$ cat config.mk
export PLATFORM = sky130hd
export DESIGN_NAME = bsg_activation_backward
export DESIGN_NICKNAME = d
export VERILOG_FILES = /design/src/rtl/bsg_activation_backward.sv
export SDC_FILE = /design/constraint.sdc
export NUM_CORES = 1
export LEC_CHECK = 0
export CAP_MARGIN = 40
export CORE_MARGIN = 10
export CORE_UTILIZATION = 25
export CTS_CLUSTER_DIAMETER = 50
export DETAILED_ROUTE_END_ITERATION = 12
export GPL_TIMING_DRIVEN = 0
export PLACE_DENSITY_LB_ADDON = 0.2
export SYNTH_ARGS = -nofsm -noshare
export SYNTH_HDL_FRONTEND = slang
export SYNTH_SLANG_ARGS = --single-unit
export TNS_END_PERCENT = 5
$ cat constraint.sdc
create_clock -name clk_i -period 19.5 [get_ports clk_i]
set_clock_uncertainty 0.2 [all_clocks]
set_input_delay 2.925 -clock clk_i [delete_from_list [all_inputs] [get_ports clk_i]]
set_output_delay 2.925 -clock clk_i [all_outputs]
set_load 0.02 [all_outputs]
$ cat src/rtl/bsg_activation_backward.sv
// Backward pass of tanh/sigmoid in fixed point: data_o = grad * f'(y), where
// f'(y) is derived from the forward output y, using one shared shift-add multiplier.
module bsg_activation_backward #(
  parameter int width_p = 32,
  parameter int frac_p  = 16
) (
  input  logic               clk_i,
  input  logic               reset_i,
  input  logic [width_p-1:0] y_i,
  input  logic [width_p-1:0] grad_i,
  input  logic               tanh_sel_i,
  input  logic               val_i,
  output logic               ready_o,
  output logic [width_p-1:0] data_o,
  output logic               val_o,
  input  logic               ready_i
);

  localparam int PW = 2 * width_p + 1;
  localparam int CW = $clog2(width_p);
  localparam logic [CW-1:0] LAST = CW'(width_p - 1);
  localparam logic [width_p-1:0] ONE = width_p'(1) << frac_p;
  localparam logic signed [width_p-1:0] ONE_S     = $signed(ONE);
  localparam logic signed [width_p-1:0] NEG_ONE_S = -ONE_S;

  typedef enum logic [2:0] {IDLE, DERIV, SCALE, FINAL, DONE} state_e;

  state_e             state_q, state_d;
  logic [CW-1:0]      cnt_q, cnt_d;
  logic [PW-1:0]      mcand_q, mcand_d;
  logic [width_p-1:0] mplier_q, mplier_d;
  logic [PW-1:0]      acc_q, acc_d;
  logic [width_p:0]   gmag_q, gmag_d;
  logic               gneg_q, gneg_d;
  logic               tanh_q, tanh_d;
  logic [width_p-1:0] data_q, data_d;

  logic signed [width_p-1:0] y_s, y_t;
  logic [width_p-1:0] y_c, d_val;
  logic [width_p:0]   g_ext, mag;
  logic [PW-1:0]      mul_sum;
  logic               bypass;

  // Clamp the incoming activation and decide whether the derivative is trivially zero.
  always_comb begin
    y_s = $signed(y_i);
    y_t = y_s;
    y_c = '0;
    bypass = 1'b0;
    if (tanh_sel_i) begin
      if (y_s > ONE_S)          y_t = ONE_S;
      else if (y_s < NEG_ONE_S) y_t = NEG_ONE_S;
      y_c    = y_t[width_p-1] ? $unsigned(-y_t) : $unsigned(y_t);
      bypass = (y_c == ONE);
    end else begin
      if (y_s[width_p-1])   y_c = '0;
      else if (y_s > ONE_S) y_c = ONE;
      else                  y_c = $unsigned(y_s);
      bypass = y_s[width_p-1] || (y_s == '0) || (y_s >= ONE_S);
    end
    g_ext = {grad_i[width_p-1], grad_i};
  end

  // One multiplier bit per cycle: add the shifted multiplicand when the LSB is set.
  assign mul_sum = acc_q + (mplier_q[0] ? mcand_q : '0);

  // NOTE: every combinational output gets a default first so no path leaves it unassigned (no latch).
  always_comb begin
    state_d  = state_q;
    cnt_d    = cnt_q;
    mcand_d  = mcand_q;
    mplier_d = mplier_q;
    acc_d    = acc_q;
    gmag_d   = gmag_q;
    gneg_d   = gneg_q;
    tanh_d   = tanh_q;
    data_d   = data_q;
    d_val    = '0;
    mag      = (width_p+1)'(acc_q >> frac_p);

    unique case (state_q)
      IDLE: begin
        if (val_i) begin
          tanh_d = tanh_sel_i;
          gneg_d = grad_i[width_p-1];
          gmag_d = grad_i[width_p-1] ? -g_ext : g_ext;
          if (bypass) begin
            data_d  = '0;
            state_d = DONE;
          end else begin
            mcand_d  = PW'(y_c);
            mplier_d = tanh_sel_i ? y_c : (ONE - y_c);
            acc_d    = '0;
            cnt_d    = '0;
            state_d  = DERIV;
          end
        end
      end
      DERIV: begin
        acc_d    = mul_sum;
        mcand_d  = mcand_q << 1;
        mplier_d = mplier_q >> 1;
        cnt_d    = cnt_q + 1'b1;
        if (cnt_q == LAST) begin
          d_val    = tanh_q ? (ONE - width_p'(mul_sum >> frac_p)) : width_p'(mul_sum >> frac_p);
          mcand_d  = PW'(gmag_q);
          mplier_d = d_val;
          acc_d    = '0;
          cnt_d    = '0;
          state_d  = SCALE;
        end
      end
      SCALE: begin
        acc_d    = mul_sum;
        mcand_d  = mcand_q << 1;
        mplier_d = mplier_q >> 1;
        cnt_d    = cnt_q + 1'b1;
        if (cnt_q == LAST) begin
          cnt_d   = '0;
          state_d = FINAL;
        end
      end
      FINAL: begin
        // Magnitude truncates toward zero; the sign goes back on afterwards.
        data_d  = width_p'(gneg_q ? -mag : mag);
        state_d = DONE;
      end
      DONE: begin
        if (ready_i) state_d = IDLE;
      end
      default: state_d = IDLE;
    endcase
  end

  // NOTE: sequential state is updated with non-blocking assignments only.
  always_ff @(posedge clk_i) begin
    if (!reset_i) begin
      state_q  <= IDLE;
      cnt_q    <= '0;
      mcand_q  <= '0;
      mplier_q <= '0;
      acc_q    <= '0;
      gmag_q   <= '0;
      gneg_q   <= 1'b0;
      tanh_q   <= 1'b0;
      data_q   <= '0;
    end else begin
      state_q  <= state_d;
      cnt_q    <= cnt_d;
      mcand_q  <= mcand_d;
      mplier_q <= mplier_d;
      acc_q    <= acc_d;
      gmag_q   <= gmag_d;
      gneg_q   <= gneg_d;
      tanh_q   <= tanh_d;
      data_q   <= data_d;
    end
  end

  assign ready_o = (state_q == IDLE);
  assign val_o   = (state_q == DONE);
  assign data_o  = data_q;

endmodule

### Yosys cells after proc, flatten, opt, wreduce, memory -nomap -nowiden

Index checks and enable logic that the tools add are counted.

* ROM bits: 0
* bits in latches: 0
* register bits after elaboration: 237
* memories: 0
* input port bits: 69
* bits in writable memories: 0
* output and inout port bits: 34
* logic and storage cells: 82

* equal/unequal tests: 12
* muxes and demuxes: 38
* $add $sub $neg: 7
* bitwise logic cells: 0
* reductions and logical operators: 13
* shift operators: 0
* divide/modulo/power cells: 0
* $lt $le $gt $ge: 3
* $mul: 0

Operator list (number)
* 65-bit 2-to-1 mux: 7
* 32-bit 2-to-1 mux: 13
* 65-bit one-hot mux with 3 select lines: 2
* 32-bit one-hot mux with 3 select lines: 1
* 65-bit adder: 1
* 32-bit negator: 2
* 32-bit one-hot mux with 2 select lines: 1
* 17-bit by 32-bit subtractor with 32-bit output (first input constant): 2
* 31-bit 2-to-1 mux: 2
* 33-bit 2-to-1 mux: 1
* 33-bit negator: 1
* 32-bit by 17-bit == test with 1-bit output (second input constant): 1
* 32-bit by 18-bit greater-or-equal comparator with 1-bit output (second input constant): 1
* 32-bit by 18-bit greater-than comparator with 1-bit output (second input constant): 1
* 32-bit logical NOT: 1
* 32-bit by 17-bit less-than comparator with 1-bit output (second input constant): 1
* 3-bit 2-to-1 mux: 5
* 5-bit 2-to-1 mux: 3
* 3-bit one-hot mux with 5 select lines: 1
* 5-bit one-hot mux with 2 select lines: 1
* 3-bit AND reduction: 3
* 2-bit != test (second input constant): 4
* 3-bit by 2-bit == test with 1-bit output (second input constant): 2
* 5-bit by 1-bit adder with 5-bit output (second input constant): 1
* 12 further kinds: 15

### Longest topological paths before layout

* depth after elaboration: 12
* depth in mapped cells: 24
* gate-level depth less buffers: 21

### Worst setup path after synthesis

OpenSTA, ideal clock, no wires.

* kind: input -> register
* start: in y_i[18]
* end: reg data_q[10], in the netlist data_o[10]
* path slack: 11.276 ns
* data required time: 19.175 ns
* cell stages on the path: 23
* buffers on the path: 6
* library setup time: 0.125 ns
* data arrival time: 7.899 ns
* cell sequence: clkbuf_1 > nand4_1 > or4_1 > ha_1 > clkbuf_1 > clkbuf_1 > clkbuf_1 > nor2_1 > nand2_1 > ha_1 > clkbuf_1 > nand2_1 > nor4_1 > a41oi_1 > xnor2_1 > a2111oi_0 > a31oi_1 > o32a_1 > nand3b_1 > a21oi_2 > nor2b_2 > buf_6 > o2bb2ai_1

* word-level cells in the longest chain between the ends: 10
* elaborated cells on any way between the ends: 15
* those cells by class: add/sub (1); order compare (3); eq/ne (2); mux (5); reduce/logical (4)

Ends and longest elaborated chain
* from (decl): line 9 `input logic [width_p-1:0] y_i,`
* 32-bit by 17-bit less-than comparator with 1-bit output: line 52 `else if (y_s < NEG_ONE_S) y_t = NEG_ONE_S;`
* 32-bit 2-to-1 mux: line 52
* 32-bit 2-to-1 mux: line 51 `if (y_s > ONE_S) y_t = ONE_S;`
* 32-bit 2-to-1 mux: line 50 `if (tanh_sel_i) begin`
* 32-bit negator: line 53 `y_c = y_t[width_p-1] ? $unsigned(-y_t) : $unsigned(y_t);`
* 32-bit 2-to-1 mux: line 53
* 32-bit by 17-bit == test with 1-bit output: line 54 `bypass = (y_c == ONE);`
* 1-bit 2-to-1 mux (*): line 50
* 2-bit by 1-bit != test with 1-bit output (no line) (*)
* 3-bit AND reduction (no line) (*)
* to (signal assigned): line 156 `data_q <= data_d;`
* to (decl): line 36 `logic [width_p-1:0] data_q, data_d;`

Every way passes the cells marked *; elsewhere a longest branch is shown, timed or not. The select of a mux whose other input is x is not followed.
A chain may end at the register's enable or synchronous reset.

### Final worst setup path

* start: in y_i[31]
* end: reg mplier_q[25]

* word-level cells in the longest chain between the ends: 12
* elaborated cells on any way between the ends: 23
* those cells by class: add/sub (2); order compare (3); eq/ne (2); mux (12); reduce/logical (4)

Ends and longest elaborated chain
* 32-bit by 17-bit less-than comparator with 1-bit output: line 52
* 32-bit 2-to-1 mux: line 52
* 32-bit 2-to-1 mux: line 51
* 32-bit 2-to-1 mux: line 50
* 32-bit negator: line 53
* 32-bit 2-to-1 mux: line 53
* 32-bit 2-to-1 mux: line 50
* 17-bit by 32-bit subtractor with 32-bit output: line 92 `mplier_d = tanh_sel_i ? y_c : (ONE - y_c);`
* 32-bit 2-to-1 mux: line 92
* 32-bit 2-to-1 mux: line 87 `if (bypass) begin`
* 32-bit 2-to-1 mux: line 83 `if (val_i) begin`
* 32-bit one-hot mux with 3 select lines: line 81 `unique case (state_q)`
* to (signal assigned): line 151 `mplier_q <= mplier_d;`
* to (decl): line 31 `logic [width_p-1:0] mplier_q, mplier_d;`

Parallel ways exist; a longest one is shown, timed or not. The select of a mux whose other input is x is not followed.

==> results.cfg <==
[status]
status = complete, no violations

[global_routing]
grt_usage = 0.172
grt_max_degree = 14
antenna_found_initial = 1
grt_pass1_wl_um = 100000
first_global_vias = 16200
grt-ovfl-total = 0

[clock_network]
ctsResizeCount = 0
postCtsHoldBufs = 0
cts_tree = built
htreeDepth = 1
cts_buffers = 28
path_clk_slew_ps = 60
numClockSinks = 203
clockRootBuffer = clkbuf_16
cts_buffer_depth = 3
clock_latency_ps = 560
cts_setup_buffers = 0

[cells_and_area]
layout_common_cells = nand2_1, dfxtp_1, nor2_1
drive_gt1_frac = 0.0549
final_common_cell = nand2_1
final_nets = 2308
antenna_cells = 0
area_growth_pct = 19.5
final_cells = 3051

[die]
die_x_um = 272
start_util = 0.252
die_h_um = 272
core-area_um2 = 63000
io_pins = 103
die_area_um2 = 74000
num_rows = 92

[drt]
via_per_inst = 5.51
drc = 0
wl_met2_um = 28600
wl_met1_um = 30500
highest_layer = met5
dr_wl_met3_um = 4800
firstDrtPassIters = 5
wl_um = 66500
ant_nets = 0
drt-wirelength-per-cell_um = 21.8
drt-initial-drc-count = 1650
dr_total_vias = 16800

[placement]
place_inst = 2999
routabilityCongestion = 0.936
dpl_worst_slack_ps = 8410
post-dp-hpwl_um = 53300
numPortBuffers = 96

[synthesis]
yosys_most_used_dff = dfxtp_1
netlist.area_leader.share = 0.256
postSynthAreaPerCell_um2 = 7.74
yosysWarnings = 0
synthCells = 2050
synth_edf_count = 0
syn-num-nets = 2175
ys_top_cells_by_area = dfxtp_1, nand2_1, xor2_1
async_flop_share = 0
synth_seq_cells = 203
yosysTopAreaCell = dfxtp_1
seq_area_frac_synth = 0.256
ys_types = 90
mappedNetlistArea_um2 = 15900

[sta]
maxSlewHeadroom = 0.399
grt_setup_unrepaired = false
tightest_slew_ps = 879
setup_viol = 0
slew_viol_final = 0
fin_crit_sh = 0.549
fin_setup_tns_ps = 0
timing.fmax_ghz = 0.0935
hold_viol_final = 0
setup_ws_ps = 8800
fin_crit_ps = 10700
hold_slack_ps = 262

[worst_setup_path]
path_cells = clkdlybuf4s50_1, clkbuf_1, nand4_1, or4_1, ha_1, clkbuf_1, clkbuf_1, clkbuf_1, nor2_1, nand2_1, ha_1, clkbuf_1, nand2_1, nor4_1, a41oi_1, xnor2_1, a2111oi_0, a31oi_1, o32a_1, nand2_1, nand2_2, buf_2, o311ai_0, o221a_1
criticalPathCategory = primary input to flop
cpPeakStageDelay_ps = 620
crit_path_frequent_cell = clkbuf_1
critPathArrivalTime_ps = 10940
cp_slowest_cell = clkdlybuf4s50_1
crit_fanout = 10
startpoint_type = primary input
cp-end-kind = flop
required_ps = 19740

[pwr]
ir_worst_vdd_mv = 0.0564
leakagePower_nw = 7.35
powerDensity_nw_per_um2 = 66.9

[job]
drv_cap = 0

[hold_path]
hold_path_class = flop to flop
## report_power, final
part           leakage (nW)  total [mW]  internal [mW]  switching [mW]
Sequential             1.65       0.461          0.440          0.0211
Combinational          5.19       0.249         0.0872           0.162
Clock                 0.506       0.560          0.359           0.201
## flip-flops by register name (all words and copies together), names as in the netlist
register  cells
tanh_q        1
mplier_q     32
gmag_q       33
cnt_q         5
state_q       3
data_o       32
mcand_q      48
acc_q        48
gneg_q        1
## worst paths after layout
path | start | to | slack (ps) | depth (start not counted)
setup / recovery | y_i[31] | mplier_q[25] | 8800 | 24
hold reg to reg | data_o[21] | data_o[21] | 260 | 1
hold / removal | data_o[21] | data_o[21] | 260 | 1
setup reg to reg | mplier_q[0] | mplier_q[30] | 13150 | 16
## through the flow
stage	util	power, mW	instance area [um^2]
2_1_floorplan	-	0.614	15900
3_3_place_gp	0.284	0.711	17900
3_5_place_dp	0.285	0.713	17900
4_1_cts	0.301	1.28	19000
5_1_grt	0.301	1.32	19000
6_report	0.301	1.27	19000
## routing by layer
metal | up-vias | track usage
met4 | 2 | 0.0627
met3 | 107 | 0.0348
met1 | 8018 | 0.233
li1 | 8001 | -
met2 | 670 | 0.265
met5 | - | 0
## area by class of cell
type / instances / area (um^2)
Inverter: 40 / 150
Clock buffer: 42 / 865
Tap cell: 846 / 1060
Sequential cell: 203 / 4060
Fill cell: 6820 / 44000
Timing Repair Buffer: 103 / 1000
Buffer: 148 / 672
Multi-Input combinational cell: 1659 / 11000
Clock inverter: 10 / 166
## worst max-delay path, delay by kind of cell
family | cells | cell delay, ps
AOI/OAI and AO/OA | 6 | 1570
xor gates and xnor gates | 1 | 550
adders and majority gates | 2 | 540
buffers and inverters | 7 | 3450
and+or+nand+nor | 8 | 1880
## cell usage after synthesis, types with 10 or more instances
| library cell | instances |
|---|---|
| a211oi_1 | 15 |
| a21o_1 | 17 |
| a21oi_1 | 126 |
| a221oi_1 | 35 |
| a222oi_1 | 17 |
| a22oi_1 | 68 |
| a31oi_1 | 38 |
| and2_1 | 76 |
| and3_1 | 16 |
| buf_6 | 14 |
| clkbuf_1 | 121 |
| dfxtp_1 | 203 |
| ha_1 | 55 |
| inv_1 | 38 |
| mux2i_1 | 10 |
| nand2_1 | 212 |
| nand2b_1 | 15 |
| nand3_1 | 35 |
| nand4_1 | 18 |
| nor2_1 | 136 |
| nor2b_1 | 76 |
| nor3_1 | 43 |
| nor4_1 | 19 |
| o211a_1 | 63 |
| o211ai_1 | 23 |
| o21a_1 | 13 |
| o21ai_0 | 117 |
| o2bb2ai_1 | 32 |
| o31ai_1 | 30 |
| o41ai_1 | 13 |
| or2_2 | 11 |
| or3_1 | 25 |
| or4_1 | 17 |
| xnor2_1 | 51 |
| xor2_1 | 80 |
## cell families (layout without fill, tap and decap cells)
logic type                 Yosys count  in the layout  synth area share
buffers and inverters              188            343            0.0518
muxes                               11             11           0.00702
and+or+nand+nor                    730            730             0.234
DFF                                203            203             0.256
AOI/OAI and AO/OA                  731            731             0.335
adders and majority gates           56             56            0.0446
xor gates and xnor gates           131            131            0.0723
Note: power is estimated with default switching activity, not from simulation.
